### config.mk
export PLATFORM = sky130hd
export DESIGN_NAME = data_mem_arbiter
export DESIGN_NICKNAME = d
export VERILOG_FILES = /design/src/rtl/data_mem_arbiter.sv
export SDC_FILE = /design/constraint.sdc
export NUM_CORES = 1
export LEC_CHECK = 0
export ABC_AREA = 0
export CAP_MARGIN = 10
export CORE_ASPECT_RATIO = 1.25
export CORE_MARGIN = 5
export CORE_UTILIZATION = 44
export DETAILED_ROUTE_END_ITERATION = 10
export GPL_TIMING_DRIVEN = 0
export PLACE_DENSITY = 0.84
export SLEW_MARGIN = 40
export SYNTH_ARGS = -nofsm -noshare
export SYNTH_HDL_FRONTEND = slang
export SYNTH_SLANG_ARGS = --single-unit
### constraint.sdc
create_clock -name clk -period 3.12 [get_ports clk]
set_clock_uncertainty 0.1 [all_clocks]
set_input_delay 0.624 -clock clk [delete_from_list [all_inputs] [get_ports clk]]
set_output_delay 0.624 -clock clk [all_outputs]
set_load 0.01 [all_outputs]
### src/rtl/data_mem_arbiter.sv
// Two-port round-robin arbiter/sequencer in front of a single-port, registered-read DataMemory.
// Optional: define DMARB_RANGE_CHK_EN to reject addresses >= DEPTH with an Err completion.
module data_mem_arbiter #(
  parameter int DEPTH  = 32,
  parameter int DATA_W = 32,
  parameter int ADDR_W = 32
) (
  input  logic              clk,
  input  logic              rst_n,
  input  logic              i_req0,
  input  logic              i_req1,
  input  logic              i_wr0,
  input  logic              i_wr1,
  input  logic [ADDR_W-1:0] i_addr0,
  input  logic [ADDR_W-1:0] i_addr1,
  input  logic [DATA_W-1:0] i_wdata0,
  input  logic [DATA_W-1:0] i_wdata1,
  output logic              o_gnt0,
  output logic              o_gnt1,
  output logic              o_done0,
  output logic              o_done1,
  output logic [DATA_W-1:0] o_rdata0,
  output logic [DATA_W-1:0] o_rdata1,
  output logic              o_err0,
  output logic              o_err1,
  output logic [ADDR_W-1:0] o_mem_address,
  output logic [DATA_W-1:0] o_mem_write_data,
  output logic              o_mem_read,
  output logic              o_mem_write,
  input  logic [DATA_W-1:0] i_mem_read_data
);

  typedef enum logic [1:0] {S_IDLE, S_ISSUE, S_WAIT, S_DONE} state_t;

  state_t              r_state, w_state_next;
  logic                r_sel, w_sel_next;
  logic                r_last_gnt, w_last_gnt_next;
  logic                r_wr, w_wr_next;
  logic                r_oor, w_oor_next;
  logic [1:0]          r_gnt, w_gnt_next;
  logic [1:0]          r_done, w_done_next;
  logic [1:0]          r_err, w_err_next;
  logic [DATA_W-1:0]   r_rdata [2];
  logic [DATA_W-1:0]   w_rdata_next [2];
  logic [ADDR_W-1:0]   r_mem_address, w_mem_address_next;
  logic [DATA_W-1:0]   r_mem_write_data, w_mem_write_data_next;
  logic                r_mem_read, w_mem_read_next;
  logic                r_mem_write, w_mem_write_next;

  logic [1:0]          w_req;
  logic [1:0]          w_wr;
  logic [ADDR_W-1:0]   w_addr [2];
  logic [DATA_W-1:0]   w_wdata [2];
  logic                w_pick;
  logic                w_pick_oor;

  assign w_req      = {i_req1, i_req0};
  assign w_wr       = {i_wr1, i_wr0};
  assign w_addr[0]  = i_addr0;
  assign w_addr[1]  = i_addr1;
  assign w_wdata[0] = i_wdata0;
  assign w_wdata[1] = i_wdata1;

  // On a tie the port that did not win last time goes; otherwise the sole requester.
  assign w_pick = (i_req0 && i_req1) ? ~r_last_gnt : i_req1;

`ifdef DMARB_RANGE_CHK_EN
  assign w_pick_oor = (w_addr[w_pick] >= ADDR_W'(DEPTH));
`else
  assign w_pick_oor = 1'b0;
`endif

  always_ff @(posedge clk or negedge rst_n) begin
    if (!rst_n) begin
      r_state          <= S_IDLE;
      r_sel            <= 1'b0;
      r_last_gnt       <= 1'b1;
      r_wr             <= 1'b0;
      r_oor            <= 1'b0;
      r_gnt            <= '0;
      r_done           <= '0;
      r_err            <= '0;
      r_rdata[0]       <= '0;
      r_rdata[1]       <= '0;
      r_mem_address    <= '0;
      r_mem_write_data <= '0;
      r_mem_read       <= 1'b0;
      r_mem_write      <= 1'b0;
    end else begin
      r_state          <= w_state_next;
      r_sel            <= w_sel_next;
      r_last_gnt       <= w_last_gnt_next;
      r_wr             <= w_wr_next;
      r_oor            <= w_oor_next;
      r_gnt            <= w_gnt_next;
      r_done           <= w_done_next;
      r_err            <= w_err_next;
      r_rdata[0]       <= w_rdata_next[0];
      r_rdata[1]       <= w_rdata_next[1];
      r_mem_address    <= w_mem_address_next;
      r_mem_write_data <= w_mem_write_data_next;
      r_mem_read       <= w_mem_read_next;
      r_mem_write      <= w_mem_write_next;
    end
  end

  // Outputs are computed one state ahead so every output comes straight from a flop.
  always_comb begin
    w_state_next          = r_state;
    w_sel_next            = r_sel;
    w_last_gnt_next       = r_last_gnt;
    w_wr_next             = r_wr;
    w_oor_next            = r_oor;
    w_gnt_next            = '0;
    w_done_next           = '0;
    w_err_next            = '0;
    w_rdata_next[0]       = r_rdata[0];
    w_rdata_next[1]       = r_rdata[1];
    w_mem_address_next    = '0;
    w_mem_write_data_next = '0;
    w_mem_read_next       = 1'b0;
    w_mem_write_next      = 1'b0;

    case (r_state)
      S_IDLE: begin
        if (|w_req) begin
          w_state_next          = S_ISSUE;
          w_sel_next            = w_pick;
          w_last_gnt_next       = w_pick;
          w_wr_next             = w_wr[w_pick];
          w_oor_next            = w_pick_oor;
          w_gnt_next[w_pick]    = 1'b1;
          w_mem_address_next    = w_addr[w_pick];
          w_mem_write_data_next = w_wdata[w_pick];
          w_mem_read_next       = ~w_wr[w_pick] & ~w_pick_oor;
          w_mem_write_next      = w_wr[w_pick] & ~w_pick_oor;
        end
      end
      S_ISSUE: begin
        if (r_wr || r_oor) begin
          w_state_next       = S_DONE;
          w_done_next[r_sel] = 1'b1;
          w_err_next[r_sel]  = r_oor;
          if (r_oor) begin
            w_rdata_next[r_sel] = '0;
          end
        end else begin
          w_state_next          = S_WAIT;
          w_mem_address_next    = r_mem_address;
          w_mem_write_data_next = r_mem_write_data;
        end
      end
      S_WAIT: begin
        // Memory read data is valid during this cycle; it lands in RData together with Done.
        w_state_next        = S_DONE;
        w_done_next[r_sel]  = 1'b1;
        w_rdata_next[r_sel] = i_mem_read_data;
      end
      S_DONE: begin
        w_state_next = S_IDLE;
      end
      default: begin
        w_state_next = S_IDLE;
      end
    endcase
  end

  assign o_gnt0           = r_gnt[0];
  assign o_gnt1           = r_gnt[1];
  assign o_done0          = r_done[0];
  assign o_done1          = r_done[1];
  assign o_err0           = r_err[0];
  assign o_err1           = r_err[1];
  assign o_rdata0         = r_rdata[0];
  assign o_rdata1         = r_rdata[1];
  assign o_mem_address    = r_mem_address;
  assign o_mem_write_data = r_mem_write_data;
  assign o_mem_read       = r_mem_read;
  assign o_mem_write      = r_mem_write;

endmodule

==> metrics.yaml, run 1 <==
synth_edf_count: 0
crit_family: "buffers and inverters"
die-area_um2: 16200
gp_congestion: 0.830
drv_cap: 0
async_flop_share_pct: 100
fin_util_pct: 72.6
ys_ff_latch: 139
setup_viol: 0
drc: 0
crit_fanout: 2
cts_buffers: 17
cp-end-kind: "output port"
synth_most_common_cell: "dfrtp_1"
grtUsageMet2_pct: 38.0
wire_per_inst_um: 18.5
nFillCells: 948
diodes: 0
syn_to_final_growth_pct: 63.9
status: "finished, final reports clean"
cts_tree: "built"
netlist_area_um2: 6060
cp_cell_sequence: "clkdlybuf4s50_1"
row_count: 48
post-route-period-util_pct: 68.0
clock-root-buffer: "clkbuf_16"
synth_cell_types: 30
totalWireLength_um: 18000
yosysSeqAreaShare_pct: 57.4
dpl-instance-area_um2: 9310
drive_above_1_share_pct: 14.5
clkTransAtPathRegs_ps: 60
finalCriticalPeriod_ps: 2120
cts_resized: 0
vias_per_cell: 5.11
clockBufferDepth: 2
nets: 956
die-width_um: 115
place_ws_ps: 589
post-cts-setup-buffers: 0
fmax_mhz: 472
clkLatencyLatePin_ps: 400
slew_viol_final: 0
synth_top_area_share_pct: 56.9
critPathLaunchType: "register"
synthTopCellsByArea: "dfrtp_1, mux2_2, mux2i_1"
grtUsageMet1_pct: 25.5
grt_max_degree: 74
grt_pass1_vias: 5303
overflow: 0
critical_path_buf_inv_count: 1
drtAntennaViolNets: 0
cts_sinks: 139
port_buffers: 299
worstHoldPathType: "in -> async"
total_power_w: 0.00899
fp.dieH_um: 141
setup_ws_ps: 1000
powerDensity_nw_per_um2: 905
final_cell_area_um2: 9940
firstDrtPassIters: 4
slew-limit-headroom_pct: 59.0
synth_commonest_cells: "dfrtp_1, mux2i_1, nand3b_1"
p_leak_nw: 4.32
yosys_most_used_dff: "dfrtp_1"
cts_max_level: 4
core_area_um2: 13700
max_stage_delay_ps: 580
dpl.hpwl_um: 14100
ioPinCount: 302
gr-usage-all-layers_pct: 22.1
hold_viol_final: 0
cp_slowest_cell: "clkdlybuf4s50_1"
dr.first_iter.drc_count: 259
vdd.ir_drop.worst_uv: 473
critPathRequiredTime_ps: 2400
grt_pass1_wl_um: 27800
hold_buffers: 0
yosysWarnings: 0
cp.arrival_ps: 1400
crit_type: "reg -> out"
vias: 4977
top_usage_layer: "met2"
worst_pin_slew_ps: 615
antenna_found_initial: 0
met3_usage_pct: 7.04
grt_setup_unrepaired: "false"
synth.largest_area_cell: "dfrtp_1"
netlist_instances: 466
syn_area_per_cell_um2: 13.0
start_util_pct: 44.3
==> registers in the layout, summed over array words and instances, names as in the netlist <==
name / count
r_wr: 1
o_rdata0: 32
o_mem_read: 1
r_done: 2
r_gnt: 2
r_last_gnt: 1
r_state: 2
r_sel: 1
o_rdata1: 32
o_mem_write_data: 32
o_mem_address: 32
o_mem_write: 1
==> logic make-up (layout without fill, tap and decap cells) <==
family / count (synthesis) / after routing / share of synthesized area [%]
adder cells (fa/ha/maj): 4 / 4 / 0.825
multiplexers: 129 / 129 / 22.6
AND/OR/NAND/NOR: 75 / 75 / 9.00
buffers and inverters: 41 / 373 / 3.49
flip-flops: 139 / 139 / 57.4
AO/OA/AOI/OAI: 77 / 77 / 6.64
other: 1 / 2 / 0.0618
==> per-layer routing <==
layer	wire, um	up-vias
met5	0	-
met4	383	0
met3	1520	25
met2	9430	229
met1	6660	2415
li1	-	2308
==> where the power goes <==
part           total (W)  internal (W)  switching (W)  leakage (nW)
Sequential       0.00296       0.00255       0.000408          1.75
Clock            0.00208       0.00123       0.000849         0.300
Combinational    0.00396       0.00226        0.00169          2.27
==> final timing paths <==
check	cells after the start	slack (ps)	from	to
setup / recovery	1	1000	o_mem_write_data[31]	o_mem_write_data[31]
hold / removal	1	50	rst_n	o_rdata1[20]
setup reg to reg	6	1020	r_state[1]	o_mem_write_data[30]
hold reg to reg	1	400	o_rdata0[6]	o_rdata0[6]
max in group asynchronous	2	2100	rst_n	r_last_gnt
min in group clk	1	400	o_rdata0[6]	o_rdata0[6]
==> cell type report <==
class	instances	area (um2)	area share, %
sequential	139	3480	35.0
timing repair buffer	300	3030	30.4
multi-input combinational	287	2380	23.9
clock buffer	17	425	4.28
tap	175	219	2.20
clock inverter	15	199	2.00
buffer	37	196	1.98
inverter	4	15.0	0.151
==> stage by stage <==
stage	cells	hold slack [ps]	TNS, ps
6_report	974	50.7	0
5_1_grt	974	72.4	0
4_1_cts	974	63.3	0
3_5_place_dp	942	388	0
3_3_place_gp	941	374	-529890
2_1_floorplan	467	228	0
==> cells in the final DEF, fill, tap and decap left out, drive strengths merged, types with 3 or more instances in the layout <==
cell / count
clkdlybuf4s50: 298
dfrtp: 138
o21ai: 68
mux2i: 65
nand3b: 64
mux2: 64
clkbuf: 38
buf: 18
inv: 12
a21oi: 4
ha: 4
nor2: 3
clkinv: 3
No activity file was read; power rests on OpenSTA's default activity.
==> run 2, diff against run 1 <==
- CORE_UTILIZATION: 44 -> 37
- PLACE_DENSITY: 0.84 -> 0.75
- clock period: 3.12 -> 1.9 ns (I/O delays scaled with it)
==> run 2 against run 1 <==
Against the previous run:
- worst hold slack better by 340 ps
- cell count is 4.4% higher
- via count is 0.42% higher
- combinational power is 68% higher
- global-route usage is 2.9 points lower
==> metrics.yaml, run 2 (same netlist as run 1, synthesis figures left out) <==
status: "finished, final reports clean"
port_buffers: 299  # unchanged
power_frac_seq_pct: 33.1  # +0.2 points
cp_cell_sequence: "clkdlybuf4s50_1"
nFillCells: 1307  # +38%
vias: 4998  # +0.42%
cp.arrival_ps: 1340  # -60 ps
critPathRequiredTime_ps: 1420  # -980 ps
vias_per_cell: 4.91  # -3.8%
crit_fanout: 2  # unchanged
dpl.hpwl_um: 14600  # +3.5%
dr.first_iter.drc_count: 165  # -36%
critical_path_buf_inv_count: 1  # unchanged
max_stage_delay_ps: 560  # -20 ps
grt_pass1_vias: 5431  # +2.4%
core_area_um2: 16100  # +18%
cp-end-kind: "output port"
worst_pin_slew_ps: 516  # -99.7 ps
cts_sinks: 139  # unchanged
p_sw_w: 0.00484  # +64%
post-route-period-util_pct: 96.0
fmax_mhz: 548
die-width_um: 125  # +8.3%
overflow: 0  # unchanged
gp_congestion: 0.817  # -1.6%
netSwitchingFraction_pct: 32.9  # +0.047 points
hold_viol_final: 0  # unchanged
pwr-share-comb_pct: 45.2  # +1.2 points
cts_max_level: 4  # unchanged
final_common_cell: "clkdlybuf4s50_1"
start_util_pct: 37.6  # -6.7 points
clockBufferDepth: 2  # unchanged
hold_ws_ps: 390  # +339 ps
setup_viol: 0  # unchanged
critPathLaunchType: "register"
totalWireLength_um: 18600  # +3.5%
grt_pass1_wl_um: 29300  # +5.2%
finalCriticalPeriod_ps: 1820
syn_to_final_growth_pct: 65.0
power_frac_clock_pct: 21.7  # -1.4 points
clkTransAtPathRegs_ps: 60  # about the same
powerDensity_nw_per_um2: 1470  # +63%
rr_startpoint: "r_state[0]"
grt_max_degree: 74  # unchanged
diodes: 0  # unchanged
wire_per_inst_um: 18.3  # -0.87%
total_power_w: 0.0147  # +64%
firstDrtPassIters: 4  # unchanged
drv_cap: 0  # unchanged
crit_path_start: "o_rdata1[18]"
fp.dieH_um: 153  # +8.4%
worstHoldPathType: "reg -> reg"
crit_family: "buffers and inverters"
hold_start: "o_rdata0[7]"
die-area_um2: 19100  # +17%
drtAntennaViolNets: 0  # unchanged
crit_type: "reg -> out"
row_count: 52  # +8.3%
slew-limit-headroom_pct: 65.6  # +6.6 points
cts_tree: "built"
final_cell_mix: "clkdlybuf4s50_1, dfrtp_1, mux2i_1"
clock-root-buffer: "clkbuf_16"
drc: 0  # unchanged
slew_viol_final: 0  # unchanged
gr-usage-all-layers_pct: 19.2  # -2.9 points
ioPinCount: 302  # unchanged
p_int_w: 0.00989  # +64%
vdd.ir_drop.worst_uv: 581  # +23%
p_leak_nw: 4.34  # +0.54%
nets: 958  # +0.21%
cp_slowest_cell: "clkdlybuf4s50_1"
cts_buffers: 17  # unchanged
antenna_found_initial: 0  # unchanged
drive_above_1_share_pct: 16.5  # +2.0 points
clkLatencyLatePin_ps: 400  # about the same
[run 2: cell count changes in the layout (fill, tap and decap cells not counted), moves of 4 or more]
cell and delta:
clkbuf_1 -12, clkbuf_2 +11, buf_4 +4, inv_8 -4
[run 2: final cells by class]
class	instances	area [um2]	area share, %
Sequential cell	139	3480	34.8
Tap cell	216	270	2.70
Multi-Input combinational cell	287	2400	24.0
Clock buffer	19	443	4.43
Buffer	36	219	2.19
Clock inverter	13	133	1.33
Inverter	4	15.0	0.150
Timing Repair Buffer	303	3050	30.5
[run 2: power groups by stage]
stage	combinational, W	sequential [W]	clock (W)
3_5_place_dp	0.00659	0.00492	0
6_report	0.00666	0.00488	0.00319
5_1_grt	0.00713	0.00503	0.00338
3_3_place_gp	0.00643	0.00486	0
2_1_floorplan	0.00246	0.00537	0
4_1_cts	0.00666	0.00489	0.00326
[run 2: layer usage]
metal	track usage (%)	wire length [um]
met5	0	0
met4	6.21	321
met3	6.70	1440
met1	20.7	6990
met2	34.9	9860
[run 2: repair_timing]
action,4_1_cts,5_1_grt
cloned,0,0
hold endpoints to repair,65,0
hold buffers,1,0
setup buffers,0,2
setup endpoints to repair,84,86
resized for setup,10,20
pin swaps,0,1
[run 2: stage by stage]
step           worst slack (ps)  instance area [um2]  utilization [%]  TNS, ps  cells
3_3_place_gp              -4890                 9330             57.8  -691670    982
2_1_floorplan               243                 6070                -        0    467
5_1_grt                   -8.05                10000             62.0    -15.3   1017
3_5_place_dp               -315                 9360             58.0   -16340    983
4_1_cts                   -30.4                 9970             61.8     -327   1016
6_report                   75.9                10000             62.0        0   1017
[run 2: path summary, 6_finish.rpt]
| check | endpoint | slack [ps] | depth (start not counted) |
|---|---|---|---|
| setup / recovery | o_rdata1[18] | 80 | 1 |
| min in group asynchronous | o_rdata0[7] | 420 | 2 |
| hold reg to reg | o_rdata0[7] | 390 | 1 |
| hold / removal | o_rdata0[7] | 390 | 1 |
| max in group asynchronous | o_rdata0[28] | 560 | 3 |
| setup reg to reg | o_rdata1[24] | 110 | 5 |
==> run 3, diff against run 2 <==
- CELL_PAD_IN_SITES_DETAIL_PLACEMENT: default -> 1
- CELL_PAD_IN_SITES_GLOBAL_PLACEMENT: default -> 2
- CORE_UTILIZATION: 37 -> 22
- PLACE_DENSITY: 0.75 -> 0.73
==> run 3 against run 2 <==
Against the previous run:
- power rose by 4.3%
- global-route usage fell by 5.8 points
- critical path depth did not move
- sequential share of layout area fell by 1.1 points
- routed wire length rose by 14%
- cell count rose by 13%
- die area rose by 63%
- core utilization fell by 24 points
- largest power group unchanged
==> metrics.yaml, run 3 (same netlist as run 1, synthesis figures left out) <==
grtUsageMet2_pct: 24.0  # -11 points
core_area_um2: 27400  # +70%
hold_ws_ps: 379  # -10.8 ps
start_util_pct: 22.1  # -15 points
post-route-period-util_pct: 96.3  # +0.29 points
syn_to_final_growth_pct: 70.4
cp_cell_sequence: "clkdlybuf4s50_1"
p_leak_nw: 4.43  # +2.1%
fmax_mhz: 547  # -0.30%
critPathRequiredTime_ps: 1420  # about the same
overflow: 0  # unchanged
cp-end-kind: "output port"
hold_viol_final: 0  # unchanged
regArea_um2: 3480  # unchanged
nFillCells: 2982  # +130%
grt_pass1_wl_um: 31700  # +8.2%
multi_input_area_um2: 2410  # +0.57%
cts_max_level: 4  # unchanged
clkLatencyLatePin_ps: 410  # about the same
vias: 4957  # -0.82%
setup_viol: 0  # unchanged
worstHoldPathType: "in -> async"
die-width_um: 159  # +27%
cts_sinks: 139  # unchanged
die-area_um2: 31000  # +63%
crit_fanout: 2  # unchanged
nets: 959  # +0.10%
finalCriticalPeriod_ps: 1830  # +5.44 ps
total_power_w: 0.0154  # +4.3%
drive_above_1_share_pct: 17.1  # +0.60 points
status: "finished, final reports clean"
vias_per_cell: 4.30  # -13%
firstDrtPassIters: 4  # unchanged
final_cell_area_um2: 10300  # +3.3%
crit_type: "reg -> out"
dpl-instance-area_um2: 9560  # +2.1%
reg2reg_depth: 7  # +2
rr_startpoint: "r_state[1]"
antenna_found_initial: 0  # unchanged
gp_congestion: 0.711  # -13%
row_count: 68  # +31%
clockBufferDepth: 2  # unchanged
cp_slowest_cell: "clkdlybuf4s50_1"
drtAntennaViolNets: 0  # unchanged
ioPinCount: 302  # unchanged
r2r_end: "o_mem_write_data[3]"
rrSetupSlack_ps: 120  # about the same
grt_pass1_vias: 5366  # -1.2%
critPathLaunchType: "register"
worst_pin_slew_ps: 502  # -13.6 ps
totalWireLength_um: 21100  # +14%
gr-usage-all-layers_pct: 13.4  # -5.8 points
clkTransAtPathRegs_ps: 60  # about the same
dpl.hpwl_um: 16300  # +12%
cts_tree: "built"
slew_viol_final: 0  # unchanged
grt_setup_unrepaired: "false"
drv_cap: 0  # unchanged
cp.arrival_ps: 1350  # about the same
wire_per_inst_um: 18.3  # +0.12%
crit_family: "buffers and inverters"
top_usage_layer: "met2"
fp.dieH_um: 196  # +28%
clock-root-buffer: "clkbuf_16"
dr.first_iter.drc_count: 114  # -31%
final_common_cell: "clkdlybuf4s50_1"
max_stage_delay_ps: 580  # +20 ps
fin_util_pct: 37.7  # -24 points
drc: 0  # unchanged
grtUsageMet1_pct: 14.7  # -6.0 points
powerDensity_nw_per_um2: 1490  # +1.0%
final_cell_mix: "clkdlybuf4s50_1, dfrtp_1, nand3b_1"
grt_max_degree: 52  # -30%
dpl.cell_count: 1118  # +14%
critical_path_buf_inv_count: 1  # unchanged
slew-limit-headroom_pct: 66.5  # +0.91 points
finalNonFillerCells: 1153  # +13%
port_buffers: 299  # unchanged
met3_usage_pct: 5.08  # -1.6 points
vdd.ir_drop.worst_uv: 528  # -9.0%
cts_buffers: 17  # unchanged
==> run 3: cell count changes in the layout (fill, tap and decap cells not counted), sizes merged <==
cell,change
bufinv,+3
buf,-1
inv,-5
dlymetal6s2s,+1
clkdlybuf4s50,-1
clkbuf,+6
clkinvlp,-1
clkinv,-1
diode,+1
==> run 3: what timing repair did <==
action | 4_1_cts | 5_1_grt
pin swaps | 1 | 0
buffers inserted | 3 | 0
gates resized for setup | 14 | 21
endpoints found under the hold margin | 45 | 0
setup endpoints to repair | 90 | 96
hold buffers | 1 | 0
==> run 3: per-layer routing <==
layer	wire, um	part of all wire, %
met1	8080	38
met5	0	0
met2	11000	52
met4	162	0.77
met3	1870	8.8
==> run 3: report_power, final <==
group / total, W / internal [W] / switching [W]
registers: 0.00482 / 0.00419 / 0.000628
logic: 0.00686 / 0.00388 / 0.00298
clock network: 0.00369 / 0.00241 / 0.00128
==> run 3: worst max-delay path by stage <==
stage	start	end	slack (ps)	depth (start not counted)
5_1_grt	r_state[1]	o_mem_write_data[10]	2	7
6_report	o_mem_write_data[12]	o_mem_write_data[12]	70	1
3_5_place_dp	i_req0	o_mem_address[30]	-450	5
2_1_floorplan	r_state[0]	o_rdata0[10]	240	6
3_3_place_gp	rst_n	o_mem_address[19]	-5810	1
4_1_cts	r_state[0]	o_mem_address[11]	-50	8
==> run 3: layout make-up <==
cell class | count | share of cell area (%)
Sequential cell | 139 | 33.7
Timing Repair Buffer | 305 | 30.0
Multi-Input combinational cell | 287 | 23.3
Clock buffer | 23 | 4.92
Tap cell | 350 | 4.24
Buffer | 35 | 2.15
Clock inverter | 9 | 1.51
Inverter | 4 | 0.145
Antenna cell | 1 | 0.0242
==> run 3: stage by stage <==
stage | worst slack (ps) | setup TNS (ps)
2_1_floorplan | 243 | 0
3_3_place_gp | -5810 | -828910
3_5_place_dp | -445 | -27350
4_1_cts | -51.0 | -495
5_1_grt | 1.76 | 0
6_report | 70.5 | 0
